### src/rtl/hazard_ctrl_pkg.sv
// hazard_ctrl_pkg: shared types and limits for the hazard unit.
package hazard_pkg;
   typedef enum logic [1:0] {
      FWD_RF = 2'b00,
      FWD_W  = 2'b01,
      FWD_M  = 2'b10
   } fwd_sel_t;
   localparam int REG_ZERO   = 0;
   localparam int MD_LAT_MIN = 1;
   localparam int MD_LAT_MAX = 255;
   function automatic fwd_sel_t fwd_sel(input logic hit_m, input logic hit_w);
      return hit_m ? FWD_M : hit_w ? FWD_W : FWD_RF;
   endfunction
endpackage

### src/rtl/hazard_ctrl_if.sv
// hazard_ctrl_if: pipeline <-> hazard unit control and status bundle.
interface hazard_ctrl_if #(parameter int REG_AW = 5);
   logic              BranchD, MdOpD;
   logic [REG_AW-1:0] RsD, RtD, RsE, RtE, WriteRegE, WriteRegM, WriteRegW;
   logic              MemtoRegE, RegWriteE, MdStartE, MemtoRegM, RegWriteM, RegWriteW;
   logic              StallF, StallD, FlushE, ForwardAD, ForwardBD, MdBusy;
   logic [1:0]        ForwardAE, ForwardBE;
   modport master (
      output BranchD, MdOpD, RsD, RtD, RsE, RtE, WriteRegE, WriteRegM, WriteRegW,
             MemtoRegE, RegWriteE, MdStartE, MemtoRegM, RegWriteM, RegWriteW,
      input  StallF, StallD, FlushE, ForwardAD, ForwardBD, ForwardAE, ForwardBE, MdBusy
   );
   modport slave (
      input  BranchD, MdOpD, RsD, RtD, RsE, RtE, WriteRegE, WriteRegM, WriteRegW,
             MemtoRegE, RegWriteE, MdStartE, MemtoRegM, RegWriteM, RegWriteW,
      output StallF, StallD, FlushE, ForwardAD, ForwardBD, ForwardAE, ForwardBE, MdBusy
   );
endinterface

### src/rtl/hazard_ctrl_md_busy_timer.sv
// md_busy_timer: reload/decrement counter tracking mul/div occupancy.
module md_busy_timer import hazard_pkg::*; #(
   parameter int MD_LATENCY = 32
) (
   input  logic clk,
   input  logic rst,
   input  logic start,
   output logic busy
);
   localparam int CW = $clog2(MD_LATENCY + 1);
   if (MD_LATENCY < MD_LAT_MIN || MD_LATENCY > MD_LAT_MAX) begin : g_bad_latency
      $error("md_busy_timer: MD_LATENCY out of range 1..255");
   end
   logic [CW-1:0] cnt;
   always_ff @(posedge clk or posedge rst)
      if (rst) cnt <= '0;
      else if (start) cnt <= CW'(MD_LATENCY);
      else if (cnt != '0) cnt <= cnt - CW'(1);
   assign busy = cnt != '0;
endmodule

### src/rtl/hazard_ctrl.sv
// hazard_ctrl: stall/flush/forwarding for the 5-stage pipeline with mul/div busy stall.
// Define HAZARD_PERF_EN to add saturating per-cause stall counters.
module hazard_ctrl import hazard_pkg::*; #(
   parameter int REG_AW      = 5,
   parameter int MD_LATENCY  = 32,
   parameter int STALL_CNT_W = 32
) (
   input  logic clk,
   input  logic rst,
   hazard_ctrl_if.slave h
`ifdef HAZARD_PERF_EN
   ,
   output logic [STALL_CNT_W-1:0] LwStallCnt,
   output logic [STALL_CNT_W-1:0] BrStallCnt,
   output logic [STALL_CNT_W-1:0] MdStallCnt
`endif
);
   localparam logic [REG_AW-1:0] Z = REG_AW'(REG_ZERO);
   if (STALL_CNT_W < 1) begin : g_bad_cnt_w
      $error("hazard_ctrl: STALL_CNT_W must be positive");
   end
   logic lwstall, brstall, mdstall, stall, md_busy;
   assign h.ForwardAE = fwd_sel(h.RsE != Z && h.RsE == h.WriteRegM && h.RegWriteM,
                                h.RsE != Z && h.RsE == h.WriteRegW && h.RegWriteW);
   assign h.ForwardBE = fwd_sel(h.RtE != Z && h.RtE == h.WriteRegM && h.RegWriteM,
                                h.RtE != Z && h.RtE == h.WriteRegW && h.RegWriteW);
   assign h.ForwardAD = h.RsD != Z && h.RsD == h.WriteRegM && h.RegWriteM;
   assign h.ForwardBD = h.RtD != Z && h.RtD == h.WriteRegM && h.RegWriteM;
   assign lwstall = h.MemtoRegE && h.RtE != Z && (h.RtE == h.RsD || h.RtE == h.RtD);
   // A branch compares in D, so an E producer or an M load cannot be forwarded in time.
   assign brstall = h.BranchD &&
      ((h.RegWriteE && h.WriteRegE != Z && (h.WriteRegE == h.RsD || h.WriteRegE == h.RtD)) ||
       (h.MemtoRegM && h.WriteRegM != Z && (h.WriteRegM == h.RsD || h.WriteRegM == h.RtD)));
   assign mdstall = h.MdOpD && md_busy;
   assign stall = lwstall | brstall | mdstall;
   assign h.StallF = stall;
   assign h.StallD = stall;
   assign h.FlushE = stall;
   assign h.MdBusy = md_busy;
   md_busy_timer #(.MD_LATENCY(MD_LATENCY)) u_md (
      .clk(clk), .rst(rst), .start(h.MdStartE), .busy(md_busy)
   );
`ifdef HAZARD_PERF_EN
   always_ff @(posedge clk or posedge rst)
      if (rst) begin
         LwStallCnt <= '0;
         BrStallCnt <= '0;
         MdStallCnt <= '0;
      end else begin
         if (lwstall && !(&LwStallCnt)) LwStallCnt <= LwStallCnt + STALL_CNT_W'(1);
         if (brstall && !(&BrStallCnt)) BrStallCnt <= BrStallCnt + STALL_CNT_W'(1);
         if (mdstall && !(&MdStallCnt)) MdStallCnt <= MdStallCnt + STALL_CNT_W'(1);
      end
`endif
endmodule

### src/flat_wrapper.sv
// flat-port wrapper written by rule: the top's interface ports become plain ports
module hazard_ctrl_flat import hazard_pkg::*;
#(
   parameter int REG_AW      = 5,
   parameter int MD_LATENCY  = 32,
   parameter int STALL_CNT_W = 32
)
  (clk, rst, h_BranchD, h_MdOpD, h_RsD, h_RtD, h_RsE, h_RtE, h_WriteRegE, h_WriteRegM, h_WriteRegW, h_MemtoRegE, h_RegWriteE, h_MdStartE, h_MemtoRegM, h_RegWriteM, h_RegWriteW, h_StallF, h_StallD, h_FlushE, h_ForwardAD, h_ForwardBD, h_ForwardAE, h_ForwardBE, h_MdBusy);
  hazard_ctrl_if #(.REG_AW(REG_AW)) h_i ();
  input  logic clk;
  input  logic rst;
  input wire logic [$bits(h_i.BranchD)-1:0] h_BranchD;
  input wire logic [$bits(h_i.MdOpD)-1:0] h_MdOpD;
  input wire logic [$bits(h_i.RsD)-1:0] h_RsD;
  input wire logic [$bits(h_i.RtD)-1:0] h_RtD;
  input wire logic [$bits(h_i.RsE)-1:0] h_RsE;
  input wire logic [$bits(h_i.RtE)-1:0] h_RtE;
  input wire logic [$bits(h_i.WriteRegE)-1:0] h_WriteRegE;
  input wire logic [$bits(h_i.WriteRegM)-1:0] h_WriteRegM;
  input wire logic [$bits(h_i.WriteRegW)-1:0] h_WriteRegW;
  input wire logic [$bits(h_i.MemtoRegE)-1:0] h_MemtoRegE;
  input wire logic [$bits(h_i.RegWriteE)-1:0] h_RegWriteE;
  input wire logic [$bits(h_i.MdStartE)-1:0] h_MdStartE;
  input wire logic [$bits(h_i.MemtoRegM)-1:0] h_MemtoRegM;
  input wire logic [$bits(h_i.RegWriteM)-1:0] h_RegWriteM;
  input wire logic [$bits(h_i.RegWriteW)-1:0] h_RegWriteW;
  output wire logic [$bits(h_i.StallF)-1:0] h_StallF;
  output wire logic [$bits(h_i.StallD)-1:0] h_StallD;
  output wire logic [$bits(h_i.FlushE)-1:0] h_FlushE;
  output wire logic [$bits(h_i.ForwardAD)-1:0] h_ForwardAD;
  output wire logic [$bits(h_i.ForwardBD)-1:0] h_ForwardBD;
  output wire logic [$bits(h_i.ForwardAE)-1:0] h_ForwardAE;
  output wire logic [$bits(h_i.ForwardBE)-1:0] h_ForwardBE;
  output wire logic [$bits(h_i.MdBusy)-1:0] h_MdBusy;
  assign h_i.BranchD = h_BranchD;
  assign h_i.MdOpD = h_MdOpD;
  assign h_i.RsD = h_RsD;
  assign h_i.RtD = h_RtD;
  assign h_i.RsE = h_RsE;
  assign h_i.RtE = h_RtE;
  assign h_i.WriteRegE = h_WriteRegE;
  assign h_i.WriteRegM = h_WriteRegM;
  assign h_i.WriteRegW = h_WriteRegW;
  assign h_i.MemtoRegE = h_MemtoRegE;
  assign h_i.RegWriteE = h_RegWriteE;
  assign h_i.MdStartE = h_MdStartE;
  assign h_i.MemtoRegM = h_MemtoRegM;
  assign h_i.RegWriteM = h_RegWriteM;
  assign h_i.RegWriteW = h_RegWriteW;
  assign h_StallF = h_i.StallF;
  assign h_StallD = h_i.StallD;
  assign h_FlushE = h_i.FlushE;
  assign h_ForwardAD = h_i.ForwardAD;
  assign h_ForwardBD = h_i.ForwardBD;
  assign h_ForwardAE = h_i.ForwardAE;
  assign h_ForwardBE = h_i.ForwardBE;
  assign h_MdBusy = h_i.MdBusy;
  hazard_ctrl #(.REG_AW(REG_AW), .MD_LATENCY(MD_LATENCY), .STALL_CNT_W(STALL_CNT_W)) u_core (.clk(clk), .rst(rst), .h(h_i));
endmodule
### config.mk
export PLATFORM = sky130hd
export DESIGN_NAME = hazard_ctrl_flat
export DESIGN_NICKNAME = d
export VERILOG_FILES = /design/src/rtl/hazard_ctrl_pkg.sv /design/src/rtl/hazard_ctrl_if.sv /design/src/rtl/hazard_ctrl_md_busy_timer.sv /design/src/rtl/hazard_ctrl.sv /design/src/flat_wrapper.sv
export SDC_FILE = /design/constraint.sdc
export NUM_CORES = 1
export LEC_CHECK = 0
export BUFFER_PORTS_ARGS = -buffer_cell sky130_fd_sc_hd__buf_2
export CAP_MARGIN = 20
export CELL_PAD_IN_SITES_DETAIL_PLACEMENT = 0
export CELL_PAD_IN_SITES_GLOBAL_PLACEMENT = 1
export CORE_UTILIZATION = 31
export CTS_CLUSTER_SIZE = 8
export DETAILED_ROUTE_END_ITERATION = 12
export HOLD_SLACK_MARGIN = 0.08
export PLACE_DENSITY = 0.87
export SLEW_MARGIN = 20
export SYNTH_ARGS = -nofsm -noshare
export SYNTH_HDL_FRONTEND = slang
export SYNTH_SLANG_ARGS = --single-unit
### constraint.sdc
create_clock -name clk -period 1.9 [get_ports clk]
set_clock_uncertainty 0.15 [all_clocks]
set_input_delay 0 -clock clk [delete_from_list [all_inputs] [get_ports clk]]
set_output_delay 0 -clock clk [all_outputs]
set_load 0.01 [all_outputs]
==> flow_summary.ini <==
[run_status]
outcome = finished, final reports clean

[worst_setup_path]
crit_start = u_core.u_md.cnt[0]
path_max_fanout = 6
worstReg2RegEnd = u_core.u_md.cnt[3]
critPathKind = register to output pin
r2r_slack_ns = 0.37
critPathLaunchType = register
critPathArrivalTime_ns = 1.62
reg2reg_depth = 7
rr_startpoint = u_core.u_md.cnt[0]
crit_path_end_kind = output pin
cp.required_ns = 1.75

[grt]
antenna_found_initial = 0
grt_max_degree = 7
grt_use_total_pct = 15.90
grt_pass1_vias = 1014
grt_pass1_wl_mm = 4.422
overflow = 0

[clock_tree]
cts_buffers = 3
cts.clk_slew.worst_paths_ns = 0.04
clock-sinks = 6
post-cts-setup-buffer-count = 0
clock_latency_ns = 0.24
htree_levels = 1
cts.path.max_buffers = 2
cts_tree = done
cts_root_buffer = clkbuf_4

[finish]
reg_top3 = u_core.u_md.cnt (6)
final_core_util_pct = 43.96
ff_latch_area_um2 = 150.1
multiInputGateArea_um2 = 828.3
layout-drive-gt1-share_pct = 34.97
nets = 231
syn_to_final_growth_pct = 30.68
top_register = u_core.u_md.cnt
final_cell_mix = buf_2, xnor2_1, xor2_1, nor3_1, nor2_1
n_antenna_cell = 0
layout_commonest_cell = buf_2
largest_reg_flops = 6
fill_cells = 335
fin_area_um2 = 1375

[route]
drt-vias-per-instance = 4.731
drc = 0
drt_iter0_drc = 42
wire_per_inst_um = 12.01
ant_nets = 0
drt-total-wl_mm = 2.727
firstDrtPassIters = 4
routed-via-count = 1074

[pwr]
intPower_uw = 492.6
powerDensity_nw_per_um2 = 604.0
power_frac_comb_pct = 57.7
p_leak_nw = 0.5856
switching_share_pct = 40.69
ir_drop_mv = 0.1905
netSwitchingPower_uw = 338.0
p_seq_share_pct = 28.2
p_clk_share_pct = 14.1

[sta]
fin_ws_ns = 0.1252
hold_ws_ns = 0.1747
drv_slew = 0
fmax_ghz = 0.5634
tns_ns = 0
hold_viol = 0
maxSlewHeadroom_pct = 78.27
worst_pin_slew_ns = 0.3229
finalCritPeriodShare_pct = 93.41
fin_crit_ns = 1.775
rsz0062_at_grt = false
setup_viol = 0

[die]
die_h_um = 60.26
fp-row-count = 20
start_util_pct = 33.64
core_um2 = 3128
dieArea_um2 = 3631
ios = 55
die_w_um = 60.26

[job]
maxCapViolCount = 0

[min_path]
hold_end = h_ForwardBE[0]
hold_path_class = input port to output pin
min_from = h_RegWriteW
whs_path_depth = 4

[placed_design]
hpwl_mm = 2.373
dp_slack_ns = 0.2817
dpl-instance-area_um2 = 1320
io_buffer_count = 54
place.gp.congestion = 0.7484

[synthesis]
synth.top_cell.area_share_pct = 24.14
syn-num-nets = 180
ys_top_cells_by_area = xnor2_1, xor2_1, dfrtp_1, nor3_1, or4_1
synth.distinct_cells = 29
synth_cells = 134
ys_seq_area_share_pct = 14.27
ys_ff_latch = 6
avgSynthCellArea_um2 = 7.853
synth_warnings = 0
synth.largest_area_cell = xnor2_1
syn_area_um2 = 1052
-- cell families after synthesis --
logic type	after synthesis	share of synthesized area, %
buffers and inverters	15	7.253
adder cells (fa/ha/maj)	1	1.189
AND/OR/NAND/NOR	47	25.80
XOR/XNOR	52	43.28
AO/OA/AOI/OAI	13	8.204
flip-flops	6	14.27
-- cell usage after synthesis (all sizes together) --
library cell,n
nor4,4
nand4b,1
nor2,9
nand3,6
o21ai,3
a2111o,1
clkbuf,5
nand2b,1
ha,1
a211oi,1
xor2,23
inv,3
buf,7
nand4,4
xnor2,29
nand2,5
or4,6
nand3b,3
nor3,8
a21oi,5
a211o,1
o211ai,2
dfrtp,6
-- critical path, cell delays in order (launching register included) --
cell      delay (ns)
dfrtp_1         0.40
inv_1           0.07
ha_2            0.23
nand3b_1        0.11
a2111o_1        0.42
buf_2           0.16
-- through the flow --
| stage | total power [mW] | cells |
|---|---|---|
| after floorplan | 0.5652 | 134 |
| after global placement | 0.7001 | 221 |
| after detailed placement | 0.7100 | 221 |
| after CTS | 0.8386 | 227 |
| after global routing | 0.9132 | 227 |
| final | 0.8305 | 227 |
-- final cells by class --
class / count / share of cell area (%)
multi-input cells: 113 / 60.24
repair buffers: 58 / 22.38
flip-flops and latches: 6 / 10.92
well taps: 44 / 4.004
clock buffers: 3 / 1.638
inverters: 3 / 0.8189
-- power groups by stage --
stage	registers, mW	logic, mW	clock network (mW)
3_5_place_dp	0.235	0.475	0
6_report	0.234	0.480	0.117
3_3_place_gp	0.233	0.467	0
2_1_floorplan	0.222	0.343	0
4_1_cts	0.235	0.480	0.124
5_1_grt	0.245	0.542	0.127
-- layer usage --
layer  vias up  global-route usage, %  share of wire (%)
met2        27                  27.47                 52
met5         -                      0                  0
met1       486                  21.01                 44
li1        559                      -                  -
met4         0                  4.983               0.37
met3         2                 0.6494                3.5
-- worst max-delay path by stage --
| stage | end | cells after the start |
|---|---|---|
| CTS | h_FlushE | 5 |
| finish | h_FlushE | 5 |
| detailed placement | h_FlushE | 6 |
| global route | h_FlushE | 5 |
| floorplan | h_StallD | 5 |
| global placement | h_FlushE | 5 |
-- what timing repair did --
action	in CTS	in global routing
hold buffers	3	0
endpoints found under the hold margin	12	0
endpoints found under the setup margin	0	3
gates resized for setup	0	1
No activity file was read; power rests on OpenSTA's default activity.
